$ cat src/rtl/drv_status_poller_if.sv
// SPI bus between the status poller (master) and the chain of gate-driver chips (slave).
// One active-low chip select per driver; sck is mode 1 (CPOL=0, CPHA=1).
interface drv_status_poller_if #(
  parameter int NUM_MOTORS = 5
);
  logic                  sck;
  logic                  mosi;
  logic                  miso;
  logic [NUM_MOTORS-1:0] drv_ncs;

  modport master (output sck, output mosi, output drv_ncs, input miso);
  modport slave  (input sck, input mosi, input drv_ncs, output miso);
endinterface

$ cat src/rtl/drv_status_poller.sv
// Round-robin SPI poller that reads status register 0 from each enabled gate driver
// and keeps a per-motor valid/fault view of the replies.
module drv_status_poller #(
  parameter int NUM_MOTORS = 5,
  parameter int SCK_DIV    = 4,
  parameter int CS_SETUP   = 2,
  parameter int CS_IDLE    = 4
) (
  input  logic                  sysclk,
  input  logic                  rst_n,
  input  logic                  en,
  input  logic [NUM_MOTORS-1:0] poll_mask,
  drv_status_poller_if.master   spi,
  output logic                  frame_done,
  output logic [2:0]            frame_motor,
  output logic [15:0]           frame_data,
  output logic [NUM_MOTORS-1:0] valid,
  output logic [NUM_MOTORS-1:0] fault,
  output logic                  fault_any
);
  localparam logic [15:0] TX_WORD = 16'h8000;
  localparam int IW      = (NUM_MOTORS > 1) ? $clog2(NUM_MOTORS) : 1;
  localparam int M1      = (CS_SETUP > 2*SCK_DIV) ? CS_SETUP : 2*SCK_DIV;
  localparam int CNT_MAX = (M1 > CS_IDLE) ? M1 : CS_IDLE;
  localparam int CW      = $clog2(CNT_MAX + 1);

  typedef enum logic [2:0] {IDLE, SETUP, SHIFT, HOLD, GAP} state_t;

  state_t                state;
  logic [IW-1:0]         idx;
  logic [CW-1:0]         cnt;
  logic [3:0]            bit_cnt;
  logic [15:0]           tx_sh;
  logic [15:0]           rx_sh;
  logic [NUM_MOTORS-1:0] seen;

  function automatic logic [IW-1:0] next_idx(input logic [IW-1:0] i);
    return (i == IW'(NUM_MOTORS - 1)) ? '0 : i + IW'(1);
  endfunction

  always_ff @(posedge sysclk or negedge rst_n) begin
    if (!rst_n) begin
      state       <= IDLE;
      idx         <= '0;
      cnt         <= '0;
      bit_cnt     <= '0;
      tx_sh       <= '0;
      rx_sh       <= '0;
      seen        <= '0;
      spi.sck     <= 1'b0;
      spi.mosi    <= 1'b0;
      spi.drv_ncs <= '1;
      frame_done  <= 1'b0;
      frame_motor <= '0;
      frame_data  <= '0;
      valid       <= '0;
      fault       <= '0;
    end else begin
      frame_done <= 1'b0;
      unique case (state)
        IDLE: begin
          if (en) begin
            if (poll_mask[idx]) begin
              spi.drv_ncs <= ~(NUM_MOTORS'(1) << idx);
              spi.mosi    <= TX_WORD[15];
              tx_sh       <= TX_WORD;
              cnt         <= '0;
              bit_cnt     <= '0;
              state       <= SETUP;
            end else begin
              idx <= next_idx(idx);
            end
          end
        end
        SETUP: begin
          if (cnt == CW'(CS_SETUP - 1)) begin
            spi.sck  <= 1'b1;
            spi.mosi <= tx_sh[15];
            tx_sh    <= {tx_sh[14:0], 1'b0};
            cnt      <= '0;
            state    <= SHIFT;
          end else begin
            cnt <= cnt + CW'(1);
          end
        end
        SHIFT: begin
          // cnt walks one full SCK period: fall/sample at mid-period, next rise at the end
          if (cnt == CW'(SCK_DIV - 1)) begin
            spi.sck <= 1'b0;
            rx_sh   <= {rx_sh[14:0], spi.miso};
            cnt     <= cnt + CW'(1);
          end else if (cnt == CW'(2*SCK_DIV - 1)) begin
            cnt <= '0;
            if (bit_cnt == 4'd15) begin
              state <= HOLD;
            end else begin
              bit_cnt  <= bit_cnt + 4'd1;
              spi.sck  <= 1'b1;
              spi.mosi <= tx_sh[15];
              tx_sh    <= {tx_sh[14:0], 1'b0};
            end
          end else begin
            cnt <= cnt + CW'(1);
          end
        end
        HOLD: begin
          if (cnt == CW'(CS_SETUP - 1)) begin
            spi.drv_ncs <= '1;
            spi.mosi    <= 1'b0;
            frame_done  <= 1'b1;
            frame_motor <= 3'(idx);
            frame_data  <= rx_sh;
            // first reply after reset answers a command we never sent
            if (seen[idx]) begin
              valid[idx] <= 1'b1;
              fault[idx] <= rx_sh[10];
            end
            seen[idx] <= 1'b1;
            cnt       <= '0;
            state     <= GAP;
          end else begin
            cnt <= cnt + CW'(1);
          end
        end
        GAP: begin
          if (cnt == CW'(CS_IDLE - 1)) begin
            idx   <= next_idx(idx);
            cnt   <= '0;
            state <= IDLE;
          end else begin
            cnt <= cnt + CW'(1);
          end
        end
        default: state <= IDLE;
      endcase
    end
  end

  assign fault_any = |(fault & valid);

endmodule

$ cat src/flat_wrapper.sv
// flat-port wrapper written by rule: the top's interface ports become plain ports
module drv_status_poller_flat 
#(
  parameter int NUM_MOTORS = 5,
  parameter int SCK_DIV    = 4,
  parameter int CS_SETUP   = 2,
  parameter int CS_IDLE    = 4
)
  (sysclk, rst_n, en, poll_mask, frame_done, frame_motor, frame_data, valid, fault, fault_any, spi_sck, spi_mosi, spi_drv_ncs, spi_miso);
  drv_status_poller_if #(.NUM_MOTORS(NUM_MOTORS)) spi_i ();
  input  logic sysclk;
  input  logic rst_n;
  input  logic en;
  input  logic [NUM_MOTORS-1:0] poll_mask;
  output logic frame_done;
  output logic [2:0] frame_motor;
  output logic [15:0] frame_data;
  output logic [NUM_MOTORS-1:0] valid;
  output logic [NUM_MOTORS-1:0] fault;
  output logic fault_any;
  output wire logic [$bits(spi_i.sck)-1:0] spi_sck;
  output wire logic [$bits(spi_i.mosi)-1:0] spi_mosi;
  output wire logic [$bits(spi_i.drv_ncs)-1:0] spi_drv_ncs;
  input wire logic [$bits(spi_i.miso)-1:0] spi_miso;
  assign spi_sck = spi_i.sck;
  assign spi_mosi = spi_i.mosi;
  assign spi_drv_ncs = spi_i.drv_ncs;
  assign spi_i.miso = spi_miso;
  drv_status_poller #(.NUM_MOTORS(NUM_MOTORS), .SCK_DIV(SCK_DIV), .CS_SETUP(CS_SETUP), .CS_IDLE(CS_IDLE)) u_core (.sysclk(sysclk), .rst_n(rst_n), .en(en), .poll_mask(poll_mask), .spi(spi_i), .frame_done(frame_done), .frame_motor(frame_motor), .frame_data(frame_data), .valid(valid), .fault(fault), .fault_any(fault_any));
endmodule
$ cat config.mk
export PLATFORM = sky130hd
export DESIGN_NAME = drv_status_poller_flat
export DESIGN_NICKNAME = d
export VERILOG_FILES = /design/src/rtl/drv_status_poller_if.sv /design/src/rtl/drv_status_poller.sv /design/src/flat_wrapper.sv
export SDC_FILE = /design/constraint.sdc
export NUM_CORES = 1
export LEC_CHECK = 0
export ABC_CLOCK_PERIOD_IN_PS = 5250
export CAP_MARGIN = 10
export CORE_MARGIN = 2
export CORE_UTILIZATION = 45
export CTS_CLUSTER_DIAMETER = 200
export DETAILED_ROUTE_END_ITERATION = 16
export GPL_TIMING_DRIVEN = 0
export PLACE_DENSITY_LB_ADDON = 0.12
export RECOVER_POWER = 100
export SLEW_MARGIN = 20
export SYNTH_ARGS = -nofsm -noshare
export SYNTH_HDL_FRONTEND = slang
export SYNTH_SLANG_ARGS = --single-unit
$ cat constraint.sdc
create_clock -name sysclk -period 5.25 [get_ports sysclk]
set_input_delay 1.3125 -clock sysclk [delete_from_list [all_inputs] [get_ports sysclk]]
set_output_delay 1.3125 -clock sysclk [all_outputs]
set_load 0.05 [all_outputs]
# ---- After elaboration in Yosys (flattened, before gate mapping)
# Cells that the tools add are included.
dict set report op_classes {
  magnitude_cmp 2
  add_sub_neg 3
  reduce_logical 22
  shift 1
  mux 58
  eq_ne 21
  bitwise_logic 4
}
# operator count
set op_table {}
lappend op_table {{two-way mux 16 bit} 6}
lappend op_table {{one-hot mux 16 bit (3 select lines)} 1}
lappend op_table {{two-way mux 3 bit} 12}
lappend op_table {{two-way mux 4 bit} 9}
lappend op_table {{two-way mux 1 bit} 16}
lappend op_table {{one-hot mux 4 bit (4 select lines)} 1}
lappend op_table {{AND reduction 8 bit} 2}
lappend op_table {{two-way mux 5 bit} 3}
lappend op_table {{one-hot mux 3 bit (5 select lines)} 1}
lappend op_table {{!= test 2 x 1 -> 1 bit (second input constant)} 6}
lappend op_table {{AND reduction 4 bit} 3}
lappend op_table {{OR 5 bit} 2}
lappend op_table {{one-hot mux 5 bit (2 select lines)} 1}
lappend op_table {{adder 4 x 1 -> 4 bit (second input constant)} 2}
lappend op_table {{!= test 2 bit (second input constant)} 4}
lappend op_table {{one-hot mux 4 bit (2 select lines)} 1}
lappend op_table {{nonzero test 2 bit} 4}
lappend op_table {{nonzero test 4 bit} 2}
lappend op_table {{AND reduction 7 bit} 1}
lappend op_table {{binary-select mux 1 bit (select 3 bit)} 2}
lappend op_table {{equality test 3 x 2 -> 1 bit (second input constant)} 2}
lappend op_table {{equality test 3 bit (second input constant)} 2}
lappend op_table {{one-hot mux 3 bit (2 select lines)} 1}
lappend op_table {{AND reduction 3 bit} 2}
lappend op_table {{24 further kinds} 25}
dict set report word_totals {
  register_bits 88
  input_bits 9
}

# ---- Logic depth before layout (Yosys ltp)
# Gate-level depths: netlist (run 1).
dict set report depth {
  ltp_word 5
  depth_mapped 7
  depth_no_buf 7
}

# ---- Least setup slack after synthesis (run 1)
# No wires, ideal clock.
dict set report synth_path {
  path_type {reg-to-output}
  start {register u_core.fault[0]}
  end {output fault_any}
  path_slack_ns 2.657
  stages_incl_launch_ff 3
  required_ns 3.938
  path_buffers 0
  arrival_ns 1.281
  path_cell_list {dfrtp_1 -> a222oi_1 -> nand2_1}
}
dict set report synth_between {
  elab_chain_cells 2
}
# item line
set synth_rtl {}
lappend synth_rtl {{start: declaration} drv_status_poller.sv:18} ;# output logic [NUM_MOTORS-1:0] fault,
lappend synth_rtl {{start signal: indexed assignment} drv_status_poller.sv:116} ;# fault[idx] <= rx_sh[10];
lappend synth_rtl {{AND 5 bit} drv_status_poller.sv:139} ;# assign fault_any = |(fault & valid);
lappend synth_rtl {{OR reduction 5 bit} drv_status_poller.sv:139}
lappend synth_rtl {{end: declaration} flat_wrapper.sv:20} ;# output logic fault_any;
# Every way passes these cells.

# ---- Worst setup path after layout (run 1)
# Ends and elaborated chain as after synthesis.

==> results.cfg, run 1 <==
[floorplanning]
die_area_um2 = 7870
core.rowCount = 30
core_um2 = 6870
die_w_um = 88.7
die_y_um = 88.7
io_pins = 47
start_util_pct = 47.0

[clock_network]
clkTransAtPathRegs_ns = 0.09
tritoncts = built
clk_latency_ns = 0.35
cts-root-buf = clkbuf_8
cts_setup_buffers = 0
ctsHoldBuffers = 0
cts_inserted_buffers = 9
cts.sinks = 73
htree_levels = 3
clockBufferDepth = 2
cts_resized = 0

[route]
num_vias = 2327
drtPass1Iterations = 4
post_drt_wl_per_cell_um = 14.4
first_iter_violations = 139
antenna_left = 0
wirelength_mm = 6.51
drcViolationCount = 0
via_per_inst = 5.14

[synthesis]
synth_common_cells = dfrtp_1 (68), nand2_1 (61), mux2_2 (23)
synth.avg_cell_area_um2 = 11.0
ys_types = 49
netlist.area_leader.share_pct = 52.7
synth_warnings = 0
syn_nets = 311
async_flop_share_pct = 100
synth_flop_cell = dfrtp_1
synth_seq_cells = 73
synth_edf_count = 0
yosysSeqAreaShare_pct = 56.7
synthCells = 294
netlist_area_um2 = 3230
yosysMostFrequentCell = dfrtp_1
synth_top_area_cell = dfrtp_1
synth.top_cells.by_area = dfrtp_1 (53%), mux2_2 (8.0%), nand2_1 (7.1%)

[global_routing]
grt_pass1_wl_mm = 10.6
grt-ovfl-total = 0
track_usage_pct = 17.6
grt_max_degree = 56
antenna_found_initial = 0
grt_pass1_vias = 2197

[worst_setup_path]
crit_path_max_incr_delay_ns = 0.77
path_cells = a222oi_1 > nand2_1 > dlygate4sd3_1
crit_path_start_kind = register
crit_arrival_ns = 1.98
cpMaxStageDelayCell = dlygate4sd3_1
cp-end-kind = output pin
crit_type = register to output pin
critPathMaxFanout = 3
r2r-start = u_core.state[2]$_DFFE_PN0P_
reg2reg_to = u_core.spi.drv_ncs[3]$_DFFE_PN1P_
ff2ff_path_depth = 7
r2r_slack_ns = 2.99
cp.required_ns = 3.94

[sta]
min_period_ns = 3.29
grt_setup_unrepaired = no
max-slew-margin-rel_pct = 24.1
setup_violations = 0
fin_setup_tns_ns = 0
hold_violations = 0
max_freq_ghz = 0.304
tightest_slew_ns = 1.14
drv_slew = 0
min_period_over_period_pct = 62.7
clock_skew_ns = 0.00867
fin_ws_ns = 1.96

[pwr]
ir_drop_v = 0.000260
powerDensity_nw_per_um2 = 530
pwr-share-seq_pct = 36.8
switching_share_pct = 39.2
p_clk_share_pct = 25.6
p_sw_uw = 840
p_leak_nw = 2.01
power.internal_mw = 1.30
combinationalPowerShare_pct = 37.6

[run_status]
status = finished, final reports clean

[final_layout]
diodes = 0
drive_above_1_share_pct = 15.1
fin_util_pct = 58.9
instances_no_fill = 453
nets = 369
area.growth.synth_to_final_pct = 25.2
n_fill_cell = 629

[worst_hold_path]
min_path_cells = 1
min_to = u_core.seen[4]$_DFFE_PN0P_
min_from = u_core.seen[4]$_DFFE_PN0P_
hold_class = register to register

[job]
maxCapViolations = 0

[placement]
dp_slack_ns = 2.12
dp_cells = 437
finalWeightedCongestion = 0.841
port_buffers = 46
post-dp-hpwl_mm = 4.62
[state kept, by name, summed over array words and instances, names as in the netlist, 4 cells and up]
| register | flops |
|---|---|
| u_core.fault | 5 |
| u_core.valid | 5 |
| u_core.seen | 5 |
| u_core.bit_cnt | 4 |
| u_core.spi.drv_ncs | 5 |
| u_core.rx_sh | 16 |
| u_core.cnt | 4 |
| u_core.frame_data | 16 |
[final cells by class]
class                   instances  area [µm²]  share of cell area [%]
flip-flops and latches         73        1830                    45.3
multi-input cells             198        1270                    31.3
repair buffers                 47         482                    11.9
clock inverters                 7         125                    3.09
clock buffers                   9         124                    3.06
well taps                      96         120                    2.97
plain buffers                  13        56.3                    1.39
inverters                      10        37.5                   0.928
[layout by cell type, fill, tap and decap left out, types with 3 or more instances in the layout]
| cell | count |
|---|---|
| dfrtp_1 | 68 |
| nand2_1 | 61 |
| dlygate4sd3_1 | 40 |
| mux2_2 | 23 |
| a21oi_1 | 11 |
| inv_1 | 10 |
| clkbuf_1 | 10 |
| nand3_1 | 10 |
| o21ai_0 | 9 |
| clkbuf_8 | 9 |
| nor2b_1 | 8 |
| nor2_1 | 8 |
| ha_1 | 8 |
| nand2b_1 | 7 |
| nand4_1 | 5 |
| a31oi_1 | 5 |
| nor3_1 | 5 |
| clkdlybuf4s50_1 | 5 |
| dfstp_2 | 5 |
| a21o_1 | 4 |
| mux2_1 | 3 |
| bufinv_16 | 3 |
[cell families after synthesis]
group	after synthesis	share of synthesized area, %
simple gates	112	16.5
flops	73	56.7
compound gates	48	10.3
mux	27	9.37
buf+inv	23	3.10
fa+ha+maj	9	3.41
xor+xnor	2	0.542
[routing by layer]
metal / global-route usage (%) / vias up / share of wire, %
met5: 0 / - / 0
met3: 3.08 / 9 / 4.1
met2: 26.1 / 57 / 46
met1: 25.3 / 1124 / 48
li1: - / 1137 / -
met4: 7.85 / 0 / 1.6
[per-stage QoR]
step	hold slack [ns]	power (mW)	instance area (µm²)
final	0.463	2.14	4050
after global routing	0.492	2.27	4050
after CTS	0.469	2.20	4090
after detailed placement	0.447	1.65	3840
after global placement	0.438	1.63	3810
after floorplan	0.427	1.40	3230
[worst max-delay path, delay by kind of cell, from the launching register on]
family,cells,cell delay (ns)
AND/OR/NAND/NOR,1,0.07
AO/OA/AOI/OAI,1,0.40
buffers and inverters,1,0.77
flip-flops,1,0.40
[power groups by stage]
stage	clock network [mW]	registers [mW]	logic, mW
global placement	0	0.799	0.833
CTS	0.558	0.793	0.851
finish	0.548	0.789	0.807
floorplan	0	0.966	0.437
global route	0.580	0.810	0.884
detailed placement	0	0.802	0.847
[worst max path at each step]
stage | from | endpoint | slack, ns | cells past startpoint
after global routing | u_core.fault[0]$_DFFE_PN0P_ | fault_any | 1.88 | 3
after floorplan | u_core.fault[0]$_DFFE_PN0P_ | fault_any | 2.66 | 2
after detailed placement | poll_mask[3] | u_core.idx[0]$_DFFE_PN0P_ | 2.12 | 6
after CTS | u_core.fault[0]$_DFFE_PN0P_ | fault_any | 1.99 | 3
after global placement | rst_n | u_core.rx_sh[12]$_DFFE_PN0P_ | 0.34 | 1
final | u_core.fault[0]$_DFFE_PN0P_ | fault_any | 1.96 | 3
Note: power is estimated with default switching activity, not from simulation.
==> run 2: changes to the inputs <==
ABC_CLOCK_PERIOD_IN_PS = 3040   (was 5250)
clock period = 3.04 ns   (was 5.25 ns; I/O delays follow)
==> results of run 2 <==
The final DEF is identical to that of run 1. Status: finished, final reports clean.
Main changes from that run: setup slack after placement 2.12 ns -> 0.460 ns; setup slack after layout 1.96 ns -> 0.300 ns; register-to-register setup slack 2.99 ns -> 0.78 ns; total power 2.14 mW -> 3.70 mW; worst IR drop on VDD 0.000260 V -> 0.000449 V
